[src/rtl/xadc_pkg.sv]
// Shared types and DRP constants for the XADC multi-channel conditioner.
// The FSM walks IDLE -> REQ -> WAIT -> ACC -> (IDLE | SCALE -> OUT -> IDLE).
package xadc_pkg;
    localparam logic [4:0] XADC_AUX_BASE = 5'h10;
    localparam int         DRP_ADDR_W    = 7;
    localparam int         DRP_DATA_W    = 16;

    typedef enum logic [2:0] {
        ST_IDLE, ST_REQ, ST_WAIT, ST_ACC, ST_SCALE, ST_OUT
    } state_t;

    function automatic logic [15:0] sat16(input logic [31:0] v);
        return (|v[31:16]) ? 16'hFFFF : v[15:0];
    endfunction
endpackage

[src/rtl/xadc_drp_reader.sv]
// DRP read engine: one-cycle den pulse, then waits for drdy or gives up.
// hit/expire are combinational so the owning FSM can leave WAIT on the same edge.
module xadc_drp_reader
    import xadc_pkg::*;
#(
    parameter int DATA_W  = 12,
    parameter int TIMEOUT = 15
) (
    input  logic                  clk,
    input  logic                  reset,
    input  logic                  start,
    input  logic [4:0]            channel,
    input  logic                  drdy_in,
    input  logic [DRP_DATA_W-1:0] do_in,
    output logic                  den,
    output logic [DRP_ADDR_W-1:0] daddr,
    output logic [DATA_W-1:0]     sample,
    output logic                  hit,
    output logic                  expire
);
    localparam int TW = $clog2(TIMEOUT + 1);

    logic          waiting;
    logic [TW-1:0] timer;
    wire           unused_ok = &{1'b0, do_in};

    // The timer starts on the den cycle, so expiry lands TIMEOUT cycles after den.
    assign hit    = waiting && !den && drdy_in;
    assign expire = waiting && !den && !drdy_in && (timer == TW'(TIMEOUT - 1));

    always_ff @(posedge clk) begin
        if (reset) begin
            den     <= 1'b0;
            daddr   <= '0;
            waiting <= 1'b0;
            timer   <= '0;
            sample  <= '0;
        end else begin
            den <= start;
            if (start) begin
                daddr   <= {2'b00, channel};
                waiting <= 1'b1;
                timer   <= '0;
            end else if (waiting) begin
                if (hit) begin
                    sample  <= do_in[DRP_DATA_W-1 -: DATA_W];
                    waiting <= 1'b0;
                end else if (expire) begin
                    waiting <= 1'b0;
                end else begin
                    timer <= timer + 1'b1;
                end
            end
        end
    end
endmodule

[src/rtl/xadc_multichan_conditioner.sv]
// Per-channel block averager and mV scaler behind an XADC DRP reader.
// One tagged result per completed block, held on a valid/ready handshake.
module xadc_multichan_conditioner
    import xadc_pkg::*;
#(
    parameter int         NUM_CH      = 2,
    parameter logic [4:0] FIRST_CH    = 5'h1E,
    parameter int         AVG_LOG2    = 4,
    parameter int         DATA_W      = 12,
    parameter int         SCALE_NUM   = 3300,
    parameter int         SCALE_SHIFT = 12,
    parameter int         DRP_TIMEOUT = 15,
    localparam int        CH_W        = (NUM_CH > 1) ? $clog2(NUM_CH) : 1
) (
    input  logic                  clk,
    input  logic                  reset,
    input  logic                  eoc_in,
    input  logic [4:0]            channel_in,
    output logic                  den_out,
    output logic [DRP_ADDR_W-1:0] daddr_out,
    input  logic                  drdy_in,
    input  logic [DRP_DATA_W-1:0] do_in,
    output logic                  out_valid,
    input  logic                  out_ready,
    output logic [CH_W-1:0]       out_ch,
    output logic [DATA_W-1:0]     out_raw,
    output logic [DATA_W-1:0]     out_avg,
    output logic [15:0]           out_mv,
    output logic                  overrun,
    output logic                  drp_timeout
);
    localparam int                ACC_W    = DATA_W + AVG_LOG2;
    localparam int                CNT_W    = (AVG_LOG2 > 0) ? AVG_LOG2 : 1;
    localparam int                PROD_W   = DATA_W + 16;
    localparam logic [CNT_W-1:0]  CNT_LAST = CNT_W'((1 << AVG_LOG2) - 1);

    state_t                        state;
    logic [NUM_CH-1:0][ACC_W-1:0]  acc;
    logic [NUM_CH-1:0][CNT_W-1:0]  cnt;
    logic [CH_W-1:0]               ch_q;
    logic [DATA_W-1:0]             raw_q, avg_q, rd_sample;
    logic                          rd_hit, rd_expire, start, ch_ok;
    logic [4:0]                    ch_off;
    logic [ACC_W-1:0]              acc_sum;
    logic [PROD_W-1:0]             prod;

    // Channels below FIRST_CH wrap to large offsets and fail the range check.
    assign ch_off  = channel_in - FIRST_CH;
    assign ch_ok   = int'(ch_off) < NUM_CH;
    assign start   = (state == ST_IDLE) && eoc_in && ch_ok;
    assign acc_sum = acc[ch_q] + ACC_W'(rd_sample);
    assign prod    = PROD_W'(avg_q) * PROD_W'(SCALE_NUM);

    xadc_drp_reader #(.DATA_W(DATA_W), .TIMEOUT(DRP_TIMEOUT)) u_drp (
        .clk     (clk),
        .reset   (reset),
        .start   (start),
        .channel (channel_in),
        .drdy_in (drdy_in),
        .do_in   (do_in),
        .den     (den_out),
        .daddr   (daddr_out),
        .sample  (rd_sample),
        .hit     (rd_hit),
        .expire  (rd_expire)
    );

    always_ff @(posedge clk) begin
        if (reset) begin
            state       <= ST_IDLE;
            acc         <= '0;
            cnt         <= '0;
            ch_q        <= '0;
            raw_q       <= '0;
            avg_q       <= '0;
            out_valid   <= 1'b0;
            out_ch      <= '0;
            out_raw     <= '0;
            out_avg     <= '0;
            out_mv      <= '0;
            overrun     <= 1'b0;
            drp_timeout <= 1'b0;
        end else begin
            overrun     <= eoc_in && (state != ST_IDLE);
            drp_timeout <= 1'b0;
            case (state)
                ST_IDLE: if (start) begin
                    ch_q  <= ch_off[CH_W-1:0];
                    state <= ST_REQ;
                end
                ST_REQ: state <= ST_WAIT;
                ST_WAIT: begin
                    if (rd_hit) begin
                        state <= ST_ACC;
                    end else if (rd_expire) begin
                        drp_timeout <= 1'b1;
                        state       <= ST_IDLE;
                    end
                end
                ST_ACC: begin
                    raw_q <= rd_sample;
                    if (cnt[ch_q] != CNT_LAST) begin
                        acc[ch_q] <= acc_sum;
                        cnt[ch_q] <= cnt[ch_q] + 1'b1;
                        state     <= ST_IDLE;
                    end else begin
                        avg_q     <= DATA_W'(acc_sum >> AVG_LOG2);
                        acc[ch_q] <= '0;
                        cnt[ch_q] <= '0;
                        state     <= ST_SCALE;
                    end
                end
                ST_SCALE: begin
                    out_ch    <= ch_q;
                    out_raw   <= raw_q;
                    out_avg   <= avg_q;
                    out_mv    <= sat16(32'(prod >> SCALE_SHIFT));
                    out_valid <= 1'b1;
                    state     <= ST_OUT;
                end
                ST_OUT: if (out_ready) begin
                    out_valid <= 1'b0;
                    state     <= ST_IDLE;
                end
                default: state <= ST_IDLE;
            endcase
        end
    end
endmodule

[config.mk]
export PLATFORM = sky130hd
export DESIGN_NAME = xadc_multichan_conditioner
export DESIGN_NICKNAME = d
export VERILOG_FILES = /design/src/rtl/xadc_pkg.sv /design/src/rtl/xadc_drp_reader.sv /design/src/rtl/xadc_multichan_conditioner.sv
export SDC_FILE = /design/constraint.sdc
export NUM_CORES = 1
export LEC_CHECK = 0
export ABC_AREA = 1
export CAP_MARGIN = 40
export CORE_MARGIN = 2
export CORE_UTILIZATION = 41
export CTS_CLUSTER_SIZE = 30
export DETAILED_ROUTE_END_ITERATION = 7
export PLACE_DENSITY = 0.7
export SLEW_MARGIN = 10
export SYNTH_ARGS = -nofsm -noshare
export SYNTH_HDL_FRONTEND = slang
export SYNTH_SLANG_ARGS = --single-unit
[constraint.sdc]
create_clock -name clk -period 3.7 [get_ports clk]
set_input_delay 0.74 -clock clk [delete_from_list [all_inputs] [get_ports clk]]
set_output_delay 0.74 -clock clk [all_outputs]
set_load 0.05 [all_outputs]
==> reports/summary.txt, run 1 <==
clock transition at the registers of the reported paths: 60 ps
Starting Density: 0.416
number of buffers created by CTS: 17
failing checks: negative setup slack
slew margin rel.: 0.508
PwrDens: 314 nW/µm²
RSZ-0062 raised after global routing: yes
Buffers on Ports: 67
clock latency on the worst-skew pair: 420 ps
status: complete, but fails checks
CTS root buf: clkbuf_16
Yosys cell types: 41
Yosys warnings: 0
GRT overflow: 0
Req. time, crit path: 4020 ps
Max Used Layer: met4
core area: 19,400 µm²
Fillers: 1,804
CP max stage delay: 560 ps
overall routing resource usage: 0.199
Final Hold Viols: 0
Mapped Area: 8060 µm²
Worst R2R Start: avg_q[2]$_SDFFE_PP0P_
met2 wire len: 10.5 mm
Peak supply drop: 0.227 mV
WP buf/inv: 5
Die Y: 144 µm
CP Cell Sequence: ha_4, inv_2, fa_2, fa_1, inv_1, fa_1, fa_2, ha_4, inv_2, o21ai_2, a21boi_2, nand3_4, buf_4, xor2_1, o21ai_1, inv_1
Syn Inst Count: 1,084
crit end category: flip-flop
critical path type: flip-flop to flip-flop
Mean Syn Cell Area: 7.44 µm²
vias in the first global route: 7,025
period utilization: 1.06
Hold Startpoint: u_drp.daddr[0]$_SDFFE_PP0P_
WHS Path Cells: 2
delay-heaviest family, CP: adder cells
Max FO, Critical Path: 5
Nets: 1,332
Hold-fix buffers, CTS: 0
DR vias: 7,261
critical path launch point type: flip-flop
drt first pass iters: 5
clk sinks: 131
Final ANT Viol Nets: 0
WP depth: 16
fin util: 0.536
die area: 20,800 µm²
Ports: 78
Final WS setup: -223 ps
P&R area growth vs syn: 28.9%
DRT met1 WL: 8.58 mm
Ant. Diodes: 0
Max Cap Viol: 0
placed insts: 1,431
largest net degree at the start of global routing: 64
initial antenna violation count: 0
Static Leakage: 4.99 nW
Starting DRT DRC Count: 401
R2R Setup Slk: -220 ps
Final Skew: 6.80 ps
WHS Endpoint: u_drp.daddr[0]$_SDFFE_PP0P_
global-route wire length before repair: 32.5 mm
DR WL/cell: 13.8 µm
maximum clock frequency: 0.255 GHz
Yosys reg bits: 131
fraction of layout cells with a size suffix above 1: 0.163
Post-route DRC: 0
TritonCTS clock tree: yes
sequential share of the synthesized area: 0.325
minimum clock period: 3920 ps
vias per cell: 4.94
Clock Path Buffers: 2
met3 WL: 642 µm
# rows: 51
worst path arrival time: 4240 ps
GP Congestion: 0.910
Worst-Margin Slew: 738 ps
reg2reg end: out_mv[3]$_SDFFE_PP0P_
final setup vio count: 11
DRT Wirelength: 20.3 mm
htree depth: 4
Die W: 144 µm
Final Max Tran Viols: 0
Slowest-stage cell, CP: fa_2
post-DP HPWL: 14.4 mm
Hold Path Class: flip-flop to flip-flop
FF-to-FF path depth: 16
non-filler cells in the finished layout: 1,469
cell usage in the layout (no fill, tap or decap), types with 3 or more instances in the layout:
cell type,netlist,final
nand3_1,44,41
nor2_1,154,148
dfxtp_4,0,6
clkdlybuf4s50_1,0,66
nand2_4,0,5
clkinv_4,0,3
a21o_1,5,5
conb_1,1,6
nand4_1,6,6
ha_1,84,63
nor3_1,6,5
clkbuf_16,0,17
nand2_1,234,219
a21oi_2,0,5
inv_1,127,110
ha_4,0,20
inv_2,8,21
dfxtp_2,0,3
inv_6,0,3
o21ai_2,1,3
inv_4,0,5
buf_6,4,3
xor2_1,13,12
fa_1,30,27
dfxtp_1,131,122
fa_2,0,3
nand2_2,0,10
xnor2_1,5,4
nor2_4,2,4
nor2_2,2,6
o21ai_0,75,69
a31oi_1,3,3
o211ai_1,4,4
o21ai_1,4,8
a21oi_1,85,78
buf_4,11,52
power by group:
part | total, W | internal (W) | switching (W)
Combinational | 0.000146 | 0.0000478 | 0.0000977
Sequential | 0.00143 | 0.00142 | 0.0000122
Clock | 0.00169 | 0.00102 | 0.000674
cells by family after synthesis:
family / synth area share
adder cells (fa/ha/maj): 0.205
buffers and inverters: 0.0911
other: 0.000465
flip-flops: 0.325
XOR/XNOR: 0.0195
AND/OR/NAND/NOR: 0.232
AO/OA/AOI/OAI: 0.126
worst reg2reg max path: stages (launching register included):
cell	delay [ps]
dfxtp_4	380
ha_4	280
inv_2	40
fa_2	520
fa_1	410
inv_1	90
fa_1	430
fa_2	560
ha_4	230
inv_2	70
o21ai_2	70
a21boi_2	190
nand3_4	120
buf_4	160
xor2_1	130
o21ai_1	110
inv_1	50
worst max-delay path by stage:
stage | startpoint | end | slack (ps)
floorplan | avg_q[8]$_SDFFE_PP0P_ | out_mv[3]$_SDFFE_PP0P_ | -10
global placement | avg_q[3]$_SDFFE_PP0P_ | out_mv[11]$_SDFFE_PP0P_ | -240
detailed placement | avg_q[2]$_SDFFE_PP0P_ | out_mv[9]$_SDFFE_PP0P_ | -290
CTS | avg_q[2]$_SDFFE_PP0P_ | out_mv[9]$_SDFFE_PP0P_ | -210
global route | avg_q[2]$_SDFFE_PP0P_ | out_mv[3]$_SDFFE_PP0P_ | -340
finish | avg_q[2]$_SDFFE_PP0P_ | out_mv[3]$_SDFFE_PP0P_ | -220
cell usage after synthesis, drive strengths merged:
cell type	instances	share of area
a211oi	3	0.0034
a21boi	3	0.0028
a21o	5	0.0047
a21oi	85	0.053
a22oi	2	0.0019
a31oi	3	0.0023
buf	23	0.020
clkbuf	17	0.0081
conb	1	0.00047
dfxtp	131	0.33
fa	30	0.074
ha	84	0.13
inv	135	0.063
nand2	234	0.11
nand3	45	0.029
nand3b	2	0.0019
nand4	6	0.0047
nor2	160	0.081
nor3	7	0.0057
o2111ai	1	0.0011
o211ai	4	0.0037
o21a	1	0.00093
o21ai	80	0.050
o21bai	2	0.0019
o31ai	1	0.00093
or2	1	0.00078
xnor2	5	0.0054
xor2	13	0.014
registers in the layout, indices dropped and copies added (netlist names):
register       cells
u_drp.den          1
out_raw           12
ch_q               1
drp_timeout        1
raw_q             12
out_ch             1
out_avg           12
u_drp.sample      12
u_drp.waiting      1
overrun            1
u_drp.timer        4
out_valid          1
out_mv            12
cnt                8
acc               32
avg_q             12
u_drp.daddr        5
state              3
area by class of cell:
class | count | area, µm² | share of cell area
Multi-Input combinational cell | 783 | 5180 | 0.498
Sequential cell | 131 | 2650 | 0.255
Timing Repair Buffer | 124 | 1130 | 0.109
Inverter | 135 | 517 | 0.0497
Clock buffer | 18 | 439 | 0.0422
Tap cell | 265 | 332 | 0.0319
Clock inverter | 13 | 150 | 0.0144
what timing repair did:
action / 4_1_cts / 5_1_grt
resized for setup: 42 / 45
buffers inserted: 4 / 3
pin swaps: 37 / 32
endpoints found under the setup margin: 12 / 12
metal layers:
layer	global-route usage	vias up
met2	0.361	127
met5	0	-
met1	0.228	3401
li1	-	3686
met4	0.0853	0
met3	0.0361	47
through the flow:
step	setup TNS, ps	instance area, µm²	hold WS (ps)	total power (W)	setup slack, ps
finish	-1490	10400	450	0.00327	-223
global route	-2970	10400	476	0.00338	-338
CTS	-1550	10200	451	0.00330	-207
detailed placement	-2530	9400	438	0.00161	-289
global placement	-1920	9380	435	0.00161	-238
floorplan	-18.7	8240	436	0.00156	-11.0
Power figures use the tool's default switching activity.
==> run 2: changes to the inputs <==
--- a/config.mk
+++ b/config.mk
@@ -9,8 +9,8 @@
 export CAP_MARGIN = 40
 export CORE_MARGIN = 2
-export CORE_UTILIZATION = 41
+export CORE_UTILIZATION = 25
 export CTS_CLUSTER_SIZE = 30
 export DETAILED_ROUTE_END_ITERATION = 7
-export PLACE_DENSITY = 0.7
+export PLACE_DENSITY = 0.5
 export SLEW_MARGIN = 10
 export SYNTH_ARGS = -nofsm -noshare
==> constraint.sdc (replaced) <==
create_clock -name clk -period 3.7 [get_ports clk]
set_input_delay 0.74 -clock clk [delete_from_list [all_inputs] [get_ports clk]]
set_output_delay 0.74 -clock clk [all_outputs]
set_load 0.005 [all_outputs]
==> run 2 against run 1 <==
Against the previous run: sequential power about the same; final cell count up 9.9%; clock skew grew 2.3 ps; worst setup slack got worse by 1.4 ps; the flow still finishes with violations (negative setup slack); power shrank 1.8%; count of clock-buffer cells in the layout increased by 1; combinational power fell by 13%; core utilization down 20 points; critical path depth up 1.
==> reports/summary.txt, run 2 (synthesized netlist as in run 1, its figures left out) <==
multi-input logic area: 5100 µm² (-1.5%)
CTS root buf: clkbuf_16
Ant. Diodes: 0 (unchanged)
Final Skew: 9.14 ps (+2.34 ps)
number of buffers created by CTS: 17 (unchanged)
Final WS setup: -224 ps (-1.44 ps)
GP Congestion: 0.846 (-7.0%)
final setup vio count: 11 (unchanged)
die area: 33,700 µm² (+62%)
vias per cell: 4.37 (-12%)
fin util: 0.332 (-0.204)
Hold-fix buffers, CTS: 0 (unchanged)
overall routing resource usage: 0.131 (-0.0672)
slew margin rel.: 0.493 (-0.0146)
clk sinks: 131 (unchanged)
TritonCTS clock tree: yes
dpl ws: -284 ps (+5.41 ps)
Peak supply drop: 0.307 mV (+35%)
Buffers on Ports: 67 (unchanged)
maximum clock frequency: 0.255 GHz (about the same)
Ports: 78 (unchanged)
vias in the first global route: 6,897 (-1.8%)
Power Total: 0.00321 W (-1.8%)
largest net degree at the start of global routing: 64 (unchanged)
setup TNS: -1760 ps (-276 ps)
DR WL/cell: 13.2 µm (-4.6%)
Most flops, register: acc
crit end category: flip-flop
PwrDens: 306 nW/µm² (-2.8%)
# rows: 65 (+27%)
Nets: 1,339 (+0.53%)
critical path type: flip-flop to flip-flop
Final Max Tran Viols: 0 (unchanged)
Final Hold Viols: 0 (unchanged)
worst path arrival time: 4240 ps (about the same)
Die W: 184 µm (+27%)
DRT Wirelength: 21.3 mm (+4.8%)
clock transition at the registers of the reported paths: 60 ps (about the same)
Die Y: 184 µm (+27%)
status: complete, but fails checks
drt first pass iters: 6 (+1)
post-DP HPWL: 15.8 mm (+10%)
WHS Path Cells: 2 (unchanged)
period utilization: 1.06 (about the same)
core area: 31,600 µm² (+63%)
FF-to-FF path depth: 17 (+1)
critical path launch point type: flip-flop
most common cell after layout, fill and taps aside: nand2_1
Max FO, Critical Path: 5 (unchanged)
RSZ-0062 raised after global routing: yes
htree depth: 4 (unchanged)
most frequent cells in the layout: nand2_1 (223), nor2_1 (149), dfxtp_1 (121), inv_1 (113), a21oi_1 (78)
Starting DRT DRC Count: 232 (-42%)
Max Cap Viol: 0 (unchanged)
global-route wire length before repair: 34.8 mm (+7.2%)
Final ANT Viol Nets: 0 (unchanged)
Sequential Area: 2650 µm² (about the same)
minimum clock period: 3920 ps (+1.44 ps)
DR vias: 7,057 (-2.8%)
initial antenna violation count: 0 (unchanged)
Req. time, crit path: 4020 ps (about the same)
P&R area growth vs syn: 30.3%
Clock Path Buffers: 2 (unchanged)
Worst-Margin Slew: 760 ps (+21.9 ps)
failing checks: negative setup slack
fraction of layout cells with a size suffix above 1: 0.155 (-0.00768)
Starting Density: 0.255 (-0.161)
Post-route DRC: 0 (unchanged)
Hold Path Class: flip-flop to flip-flop
GRT overflow: 0 (unchanged)
Fillers: 3,323 (+84%)
Static Leakage: 5.02 nW (+0.68%)
max reg flops: 32 (unchanged)
clock latency on the worst-skew pair: 430 ps (about the same)
-- run 2: changes by cell type in the layout (fill, tap and decap cells not counted), sizes merged --
cell      delta
buf          +7
bufinv       -1
clkbuf       +1
clkinvlp     +1
-- run 2: layer usage --
metal | track usage | vias up | share of wire
met5 | 0 | - | 0
li1 | - | 3697 | -
met1 | 0.160 | 3257 | 0.46
met4 | 0.0496 | 0 | 0.025
met3 | 0.0228 | 20 | 0.023
met2 | 0.231 | 83 | 0.49
-- run 2: power breakdown --
part | switching, W | internal (W)
logic | 0.0000795 | 0.0000477
clock network | 0.000700 | 0.000954
registers | 0.0000118 | 0.00142
-- run 2: layout make-up --
cell class | count | area share
well taps | 402 | 0.0479
inverters | 135 | 0.0487
multi-input cells | 783 | 0.486
repair buffers | 131 | 0.111
flip-flops and latches | 131 | 0.252
clock buffers | 19 | 0.0422
clock inverters | 13 | 0.0120
-- run 2: worst max-delay path, stage by stage (launching register included) --
cell and delay (ps):
dfxtp_4 370, ha_4 240, inv_2 70, fa_2 440, fa_1 500, inv_2 40
fa_1 520, fa_1 460, ha_4 300, nand2_4 90, inv_1 50, a21oi_2 170
nand2_4 100, a21oi_2 110, o21ai_1 70, buf_4 140, o211ai_1 70, inv_1 60
-- run 2: path summary, 6_finish.rpt --
kind                                                   from                     endpoint  slack, ps
worst min register to register  u_drp.daddr[0]$_SDFFE_PP0P_  u_drp.daddr[0]$_SDFFE_PP0P_        450
worst min-delay path            u_drp.daddr[0]$_SDFFE_PP0P_  u_drp.daddr[0]$_SDFFE_PP0P_        450
worst max-delay path                  avg_q[2]$_SDFFE_PP0P_       out_mv[1]$_SDFFE_PP0P_       -220
worst max register to register        avg_q[2]$_SDFFE_PP0P_       out_mv[1]$_SDFFE_PP0P_       -220
-- run 2: per-stage QoR --
stage | cell area (µm²) | hold WS [ps] | cells
after floorplan | 8240 | 436 | 1089
after global placement | 9590 | 434 | 1572
after detailed placement | 9610 | 444 | 1573
after CTS | 10400 | 457 | 1613
after global routing | 10500 | 478 | 1614
final | 10500 | 451 | 1614
-- run 2: timing repair --
action / 4_1_cts / 5_1_grt
resized for setup: 52 / 19
pin swaps: 39 / 10
cloned: 0 / 0
endpoints found under the setup margin: 12 / 12
setup buffers: 8 / 1
